File: src/rtl/mcu_exec_core.sv
// Multi-cycle MCU execution core: LOAD/FETCH/DECODE/EXECUTE sequencer with
// accumulator, status flags, program counter and a 16-mode 8-bit ALU.
module mcu_exec_core #(
  parameter logic [1:0] ST_LOAD    = 2'b00,
  parameter logic [1:0] ST_FETCH   = 2'b01,
  parameter logic [1:0] ST_DECODE  = 2'b10,
  parameter logic [1:0] ST_EXECUTE = 2'b11
) (
  input  logic        clk,
  input  logic        rst,
  input  logic        load_done,
  input  logic [11:0] instr,
  input  logic [7:0]  data_in,
  output logic [1:0]  state,
  output logic [7:0]  pc,
  output logic [7:0]  acc,
  output logic [3:0]  status,
  output logic [7:0]  alu_result,
  output logic        pmem_load_en,
  output logic        ir_en,
  output logic        pmem_en,
  output logic        dr_en,
  output logic        dmem_en,
  output logic        dmem_we
);

  typedef enum logic [1:0] {
    StLoad    = ST_LOAD,
    StFetch   = ST_FETCH,
    StDecode  = ST_DECODE,
    StExecute = ST_EXECUTE
  } state_e;

  state_e      r_state, w_state_d;
  logic [7:0]  r_pc, r_acc, w_pc_d, w_acc_d, w_pc_inc;
  logic [3:0]  r_status, w_status_d, w_flags;
  logic        w_alu_en, w_c, w_o;
  logic [3:0]  w_mode;
  logic [7:0]  w_op2, w_res, w_rol, w_ror, w_sra;
  logic [2:0]  w_sh;

  // Returns {overflow, carry/borrow, result} for a +/- b.
  function automatic logic [9:0] f_addsub(input logic [7:0] a, input logic [7:0] b,
                                          input logic sub);
    logic [8:0] r;
    logic       o;
    r = sub ? ({1'b0, a} - {1'b0, b}) : ({1'b0, a} + {1'b0, b});
    o = sub ? ((a[7] != b[7]) && (r[7] != a[7])) : ((a[7] == b[7]) && (r[7] != a[7]));
    return {o, r};
  endfunction

  assign state    = r_state;
  assign pc       = r_pc;
  assign acc      = r_acc;
  assign status   = r_status;
  assign w_pc_inc = r_pc + 8'd1;

  // ALU runs only for I-type and M-type instructions in EXECUTE.
  assign w_alu_en = (r_state == StExecute) && (instr[11] || (!instr[10] && instr[9]));
  assign w_mode   = instr[11] ? {1'b0, instr[10:8]} : instr[7:4];
  assign w_op2    = instr[11] ? instr[7:0] : data_in;
  assign w_sh     = r_acc[2:0];
  assign w_rol    = 8'(({w_op2, w_op2} << w_sh) >> 8);
  assign w_ror    = 8'({w_op2, w_op2} >> w_sh);
  assign w_sra    = $signed(w_op2) >>> w_sh;

  always_comb begin
    w_res = 8'h00;
    w_c   = 1'b0;
    w_o   = 1'b0;
    case (w_mode)
      4'h0:    {w_o, w_c, w_res} = f_addsub(r_acc, w_op2, 1'b0);
      4'h1:    {w_o, w_c, w_res} = f_addsub(r_acc, w_op2, 1'b1);
      4'h2:    w_res = r_acc;
      4'h3:    w_res = w_op2;
      4'h4:    w_res = r_acc & w_op2;
      4'h5:    w_res = r_acc | w_op2;
      4'h6:    w_res = r_acc ^ w_op2;
      4'h7:    {w_o, w_c, w_res} = f_addsub(w_op2, r_acc, 1'b1);
      4'h8:    {w_o, w_c, w_res} = f_addsub(w_op2, 8'h01, 1'b0);
      4'h9:    {w_o, w_c, w_res} = f_addsub(w_op2, 8'h01, 1'b1);
      4'hA:    w_res = w_rol;
      4'hB:    w_res = w_ror;
      4'hC:    w_res = w_op2 << w_sh;
      4'hD:    w_res = w_op2 >> w_sh;
      4'hE:    w_res = w_sra;
      default: {w_o, w_c, w_res} = f_addsub(8'h00, w_op2, 1'b1);
    endcase
  end

  assign alu_result = w_alu_en ? w_res : r_acc;
  assign w_flags    = w_alu_en ? {(w_res == 8'h00), w_c, w_res[7], w_o} : r_status;

  always_comb begin
    w_state_d    = r_state;
    pmem_load_en = 1'b0;
    ir_en        = 1'b0;
    pmem_en      = 1'b0;
    dr_en        = 1'b0;
    dmem_en      = 1'b0;
    dmem_we      = 1'b0;
    unique case (r_state)
      StLoad: begin
        pmem_load_en = 1'b1;
        if (load_done) w_state_d = StFetch;
      end
      StFetch: begin
        ir_en     = 1'b1;
        pmem_en   = 1'b1;
        w_state_d = StDecode;
      end
      StDecode: begin
        if (instr[11:9] == 3'b001) begin
          dr_en   = 1'b1;
          dmem_en = 1'b1;
        end
        w_state_d = StExecute;
      end
      StExecute: begin
        // M-type store: acc goes out to data memory instead of being updated.
        if (instr[11:8] == 4'b0010) begin
          dmem_en = 1'b1;
          dmem_we = 1'b1;
        end
        w_state_d = StFetch;
      end
      default: w_state_d = StLoad;
    endcase
  end

  always_comb begin
    w_pc_d     = r_pc;
    w_acc_d    = r_acc;
    w_status_d = r_status;
    if ((r_state == StLoad) && load_done) begin
      w_pc_d     = 8'h00;
      w_acc_d    = 8'h00;
      w_status_d = 4'h0;
    end else if (r_state == StExecute) begin
      if (instr[11]) begin
        w_acc_d    = alu_result;
        w_status_d = w_flags;
        w_pc_d     = w_pc_inc;
      end else if (instr[10]) begin
        w_pc_d = r_status[instr[9:8]] ? instr[7:0] : w_pc_inc;
      end else if (instr[9]) begin
        w_status_d = w_flags;
        w_pc_d     = w_pc_inc;
        if (instr[8]) w_acc_d = alu_result;
      end else if (!instr[8]) begin
        w_pc_d = w_pc_inc;
      end else begin
        w_pc_d = instr[7:0];
      end
    end
  end

  always_ff @(posedge clk or posedge rst) begin
    if (rst) r_state <= StLoad;
    else     r_state <= w_state_d;
  end

  always_ff @(posedge clk or posedge rst) begin
    if (rst) begin
      r_pc     <= 8'h00;
      r_acc    <= 8'h00;
      r_status <= 4'h0;
    end else begin
      r_pc     <= w_pc_d;
      r_acc    <= w_acc_d;
      r_status <= w_status_d;
    end
  end

endmodule

File: config.mk
export PLATFORM = sky130hd
export DESIGN_NAME = mcu_exec_core
export DESIGN_NICKNAME = d
export VERILOG_FILES = /design/src/rtl/mcu_exec_core.sv
export SDC_FILE = /design/constraint.sdc
export NUM_CORES = 1
export LEC_CHECK = 0
export BUFFER_PORTS_ARGS = -buffer_cell sky130_fd_sc_hd__clkbuf_2
export CAP_MARGIN = 20
export CORE_MARGIN = 2
export CORE_UTILIZATION = 30
export DETAILED_ROUTE_END_ITERATION = 7
export HOLD_SLACK_MARGIN = 0.03
export PLACE_DENSITY = 0.51
export SLEW_MARGIN = 15
export SYNTH_ARGS = -nofsm -noshare
export SYNTH_HDL_FRONTEND = slang
export SYNTH_SLANG_ARGS = --single-unit
File: constraint.sdc
create_clock -name clk -period 3.5 [get_ports clk]
set_input_delay 0.525 -clock clk [delete_from_list [all_inputs] [get_ports clk]]
set_output_delay 0.525 -clock clk [all_outputs]
set_load 0.005 [all_outputs]
## Word-level counts from Yosys, hierarchy flattened

Cells that the tools add are included.

| operators by class | value |
|---|---|
| add/sub/neg operators | 7 |
| $mul | 0 |
| div/mod/pow operators | 0 |
| $lt $le $gt $ge | 1 |
| eq/ne operators | 29 |
| shift-type cells | 5 |
| muxes and demuxes | 36 |
| bitwise gates (word level) | 4 |
| reductions and logical operators | 20 |

Operators by type and width:

| operator | number |
|---|---|
| 8-bit two-way mux | 15 |
| 8-bit one-hot mux with 15 select lines | 1 |
| 4-bit == test, second input constant | 7 |
| 4-bit two-way mux | 7 |
| 8-bit by 8-bit subtractor with 9-bit output | 2 |
| 4-bit by 3-bit == test with 1-bit output, second input constant | 4 |
| 16-bit by 3-bit << shifter with 16-bit output | 1 |
| 16-bit by 3-bit right shift with 8-bit output | 1 |
| 4-bit by 2-bit == test with 1-bit output, second input constant | 3 |
| 1-bit one-hot mux with 6 select lines | 2 |
| 10-bit OR reduction | 1 |
| 8-bit by 1-bit adder with 9-bit output, second input constant | 1 |
| 8-bit by 8-bit adder with 9-bit output | 1 |
| 1-bit logical AND | 9 |
| 1-bit by 8-bit subtractor with 9-bit output, first input constant | 1 |
| 8-bit by 1-bit subtractor with 9-bit output, second input constant | 1 |
| 8-bit by 1-bit adder with 8-bit output, second input constant | 1 |
| 8-bit bitwise AND | 1 |
| 8-bit zero test | 1 |
| 8-bit OR | 1 |
| 2-bit one-hot mux with 4 select lines | 1 |
| 8-bit by 3-bit << shifter with 8-bit output | 1 |
| 8-bit by 3-bit right shift with 8-bit output | 1 |
| 8-bit by 3-bit >>> shifter with 8-bit output | 1 |
| other kinds (23) | 37 |

| word-level totals | value |
|---|---|
| register bits after elaboration | 22 |
| latch bits | 0 |
| bits in writable memories | 0 |
| ROM bits | 0 |
| bits of input ports | 23 |
| output and inout port bits | 36 |
| word-level logic and storage cells | 106 |
| memories kept | 0 |

## Longest topological paths before layout

| logic depth | value |
|---|---|
| word-level depth | 11 |
| gate-level depth with buffers | 14 |
| depth with buffers taken out | 13 |

## Least setup slack after synthesis

No wires, ideal clock.

| timing path | value |
|---|---|
| path kind | input port to output port |
| from | in instr[11] |
| to | out alu_result[7] |
| data arrival time | 3.130 ns |
| data required time | 2.975 ns |
| setup slack | -0.155 ns |
| stages on the path | 11 |
| path buffers | 1 |
| path through | buf_6 -> mux2i_2 -> inv_2 -> ha_1 -> o21a_1 -> o311a_1 -> o41ai_1 -> mux2i_1 -> nand4_1 -> nand3_1 -> o21ai_0 |

| between the ends | value |
|---|---|
| longest elaborated chain between the ends | 4 |
| elaborated cells between the ends (all ways) | 35 |
| classes of those cells | add/sub (6); eq/ne (14); shift (5); mux (4); bitwise (3); reduce/logical (3) |

Ends and longest elaborated chain:

| item | line | text |
|---|---|---|
| from (decl) | 12 | `input logic [11:0] instr,` |
| 8-bit two-way mux or 4-bit two-way mux (tied branches) | 61, 60 |  |
| 1-bit by 8-bit subtractor with 9-bit output (tied with other cells) | 47 | `r = sub ? ({1'b0, a} - {1'b0, b}) : ({1'b0, a} + {1'b0, b});` |
| 8-bit one-hot mux with 15 select lines | 71 | `case (w_mode)` |
| 8-bit two-way mux * | 91 | `assign alu_result = w_alu_en ? w_res : r_acc;` |
| to (decl) | 18 | `output logic [7:0] alu_result,` |

Mark *: on every way between the ends. The rest lies on a longest branch, timed or not.

## Worst setup path in the final report

| timing path | value |
|---|---|
| from | in instr[11] |
| to | out alu_result[6] |

Same word-level chain as after synthesis.

==> flow_summary_export.csv <==
group,metric,value,unit
drt,dr_total_vias,6507,
worst_setup_path,reg2reg_setup_slack,130,ps
worst_setup_path,end_kind,"output pin",
drt,wl_per_cell,22.98,um
worst_setup_path,worstPathRequired,2970,ps
finish,fin_cells,1103,
worst_setup_path,worstSetupPathType,"in -> out",
floorplan,core_area,15940,sq um
drt,drc,0,
finish,drive_gt1_frac,0.4318,
pwr,peakVddDrop,0.4126,mV
worst_setup_path,reg2regPathDepth,15,
finish,syn2layout_area_growth,54.14,%
floorplan,die_w,131.9,um
sta,setup_viol,2,
sta,fin_ws,-66.84,ps
pwr,p_leak,3.321,nW
logic_synthesis,ys_async_sr_fraction,1.000,
floorplan,die_area,17400,sq um
worst_setup_path,crit_path_start,"instr[11]",
finish,num_antenna_cells,0,
logic_synthesis,syn-num-nets,714,
worst_setup_path,worst_ep_arrival_time,3040,ps
logic_synthesis,synth_top_family_by_area,"compound AO/OA/AOI/OAI gates",
clocking,cts_root_buffer,"clkbuf_16",
clocking,cts_buffer_depth,2,
floorplan,io_pins,59,
sta,slew_violations,0,
logic_synthesis,yosys.area_share.adder,0.1244,
worst_setup_path,cp_max_fo,7,
clocking,clkTransAtPathRegs,60,ps
clocking,cts_tree,"done",
global_routing,grt_pass1_vias,6343,
logic_synthesis,synth_cell_type_count,81,
sta,fin_worst_skew,2.587,ps
floorplan,start_util,0.3079,
clocking,cts.sinks,22,
logic_synthesis,syn_avg_cell_area,7.622,sq um
global_routing,grt_max_degree,36,
sta,fmax,0.2804,GHz
sta,slew_headroom,0.4066,
placed_design,dp_cells,1079,
sta,hold_violations,0,
global_routing,globalRouteOverflowTotal,0,
logic_synthesis,seq_area_frac_synth,0.1122,
finish,layout_common_cells,"buf_4, nor2_1, clkbuf_2",
logic_synthesis,synthCells,644,
clocking,clk_latency,260,ps
placed_design,io_buffers,58,
clocking,h-tree-depth,1,
pwr,p_per_area,555.8,nW/um^2
drt,wl,25350,um
floorplan,fp.dieH,131.9,um
run_status,violations,"negative setup slack",
clocking,ctsHoldBuffers,0,
floorplan,rows,46,
job,drv_cap,0,
run_status,status,"finished with violations",
drt,drtIter0Drc,709,
min_path,hold_class,"in -> async",
sta,period_needed,3567,ps
drt,via_per_inst,5.899,
logic_synthesis,synth_flop_cell,"dfrtp_1",
logic_synthesis,synth_xor_area_frac,0.02677,
finish,final_util,0.4746,
worst_setup_path,crit_path_start_kind,"input pin",
worst_setup_path,rr_startpoint,"acc[1]",
sta,rsz0062_at_grt,"yes",
logic_synthesis,synth_seq_cells,22,
logic_synthesis,synth-compound-area-share,0.3049,
placed_design,gp_congestion,1.052,
logic_synthesis,synth_edf_count,0,
sta,tightest_slew,889.1,ps
finish,layout_commonest_cell,"buf_4",
logic_synthesis,yosys.area_share.simple,0.2488,
global_routing,track_usage,0.2803,
logic_synthesis,synthMuxAreaShare,0.1178,
global_routing,grt_pass1_wl,37650,um
drt,first_pass_iters,5,
logic_synthesis,synth_area,4908,sq um
finish,final_nets,958,
drt,postRouteAntennaNets,0,
worst_setup_path,r2r-end,"status[3]",
placed_design,dp_hpwl,20230,um
sta,fin_crit_sh,1.019,
clocking,numCtsBuffers,3,
global_routing,antenna_found_initial,0,
logic_synthesis,ys_warn_count,0,
stage by stage:
| step | hold WS (ps) | cell area, sq um | worst slack, ps | power, mW | TNS, ps |
|---|---|---|---|---|---|
| after floorplan | 514.2 | 4933 | -11.29 | 1.911 | -11.29 |
| after global placement | 540.4 | 6862 | -429.9 | 3.353 | -2745 |
| after detailed placement | 546.5 | 6862 | -431.4 | 3.358 | -2761 |
| after CTS | 453.4 | 7386 | -17.60 | 3.969 | -37.41 |
| after global routing | 510.9 | 7566 | -179.4 | 4.437 | -411.1 |
| final | 426.4 | 7566 | -66.84 | 4.205 | -112.5 |
worst max-delay path, stage by stage:
cell and delay, ps:
clkbuf_16 140, buf_6 140, mux2i_4 190, buf_12 150, ha_4 270, buf_4 120, buf_6 110, nor2b_2 50
o31ai_2 270, a21oi_2 110, or3_4 340, a21oi_2 190, o32ai_4 130, o21ai_1 150, clkbuf_2 130
worst max path at each step:
stage          cells past startpoint             to  slack (ps)
3_5_place_dp                      12  alu_result[6]        -430
6_report                          15  alu_result[6]         -70
3_3_place_gp                      12  alu_result[6]        -430
4_1_cts                           15  alu_result[6]         -20
5_1_grt                           14  alu_result[7]        -180
2_1_floorplan                     14  alu_result[7]         -10
flip-flops by register name, indices dropped and copies added (netlist names):
register / count
acc: 8
status: 4
pc: 8
state: 2
Yosys cell counts (4+ instances only):
| cell type | instances | share of area |
|---|---|---|
| o22ai_1 | 6 | 0.0076 |
| o2111ai_1 | 4 | 0.0071 |
| or3_1 | 8 | 0.010 |
| nand4_1 | 8 | 0.010 |
| inv_2 | 6 | 0.0046 |
| dfrtp_1 | 22 | 0.11 |
| nand3_1 | 20 | 0.020 |
| and2_1 | 6 | 0.0076 |
| a22oi_1 | 15 | 0.023 |
| mux2i_1 | 14 | 0.029 |
| and3b_1 | 4 | 0.0071 |
| nor2_1 | 58 | 0.044 |
| a211o_1 | 4 | 0.0071 |
| mux4_2 | 11 | 0.050 |
| o21ai_0 | 44 | 0.045 |
| inv_1 | 23 | 0.018 |
| a22o_1 | 4 | 0.0071 |
| a211oi_1 | 9 | 0.014 |
| a221oi_1 | 5 | 0.0089 |
| buf_2 | 10 | 0.010 |
| and3_1 | 7 | 0.0089 |
| o211ai_1 | 8 | 0.012 |
| nand2b_1 | 21 | 0.027 |
| nor4b_1 | 5 | 0.0089 |
| nand2_1 | 54 | 0.041 |
| mux2i_2 | 4 | 0.011 |
| o32ai_1 | 5 | 0.0089 |
| nor2b_1 | 8 | 0.010 |
| a21oi_1 | 46 | 0.047 |
| or3b_2 | 5 | 0.0089 |
| clkbuf_1 | 24 | 0.018 |
| nand3b_1 | 4 | 0.0061 |
| nor3b_1 | 7 | 0.011 |
| a21o_1 | 5 | 0.0076 |
| a32oi_1 | 7 | 0.012 |
| ha_1 | 44 | 0.11 |
| o31ai_1 | 7 | 0.011 |
| nor3_1 | 12 | 0.012 |
| xnor2_1 | 13 | 0.023 |
what timing repair did:
action / in CTS / in global routing
cloned: 1 / 0
buffers inserted: 17 / 3
gates resized for setup: 69 / 36
pin swaps: 23 / 16
endpoints found under the setup margin: 9 / 9
cells by family (layout without fill, tap and decap cells):
| kind of cell | Yosys count | in the layout |
|---|---|---|
| AND/OR/NAND/NOR | 236 | 236 |
| AO/OA/AOI/OAI | 217 | 217 |
| buffers and inverters | 71 | 314 |
| adder cells (fa/ha/maj) | 47 | 47 |
| multiplexers | 36 | 36 |
| flip-flops | 22 | 22 |
| XOR/XNOR | 15 | 15 |
report_power, final:
part,leakage [nW],switching (mW),total (mW),internal (mW)
sequential,0.268,0.0999,0.448,0.348
clock,0.0442,0.0976,0.273,0.175
combinational,3.01,1.82,3.49,1.66
total,3.32,2.02,4.21,2.19
metal layers:
| layer | GRT usage | wire length, um | up-vias |
|---|---|---|---|
| met5 | 0 | 0 | - |
| met2 | 0.4537 | 11350 | 356 |
| met3 | 0.04767 | 2209 | 66 |
| li1 | - | - | 2952 |
| met4 | 0.1153 | 1088 | 0 |
| met1 | 0.3694 | 10700 | 3133 |
layout make-up:
type                            count  area (sq um)
Fill cell                        1596          8377
Multi-Input combinational cell    551          4436
Timing Repair Buffer              279          2102
Sequential cell                    22         550.5
Tap cell                          216         270.3
Inverter                           31         118.9
Clock buffer                        4         88.84
No activity file was read; power rests on OpenSTA's default activity.
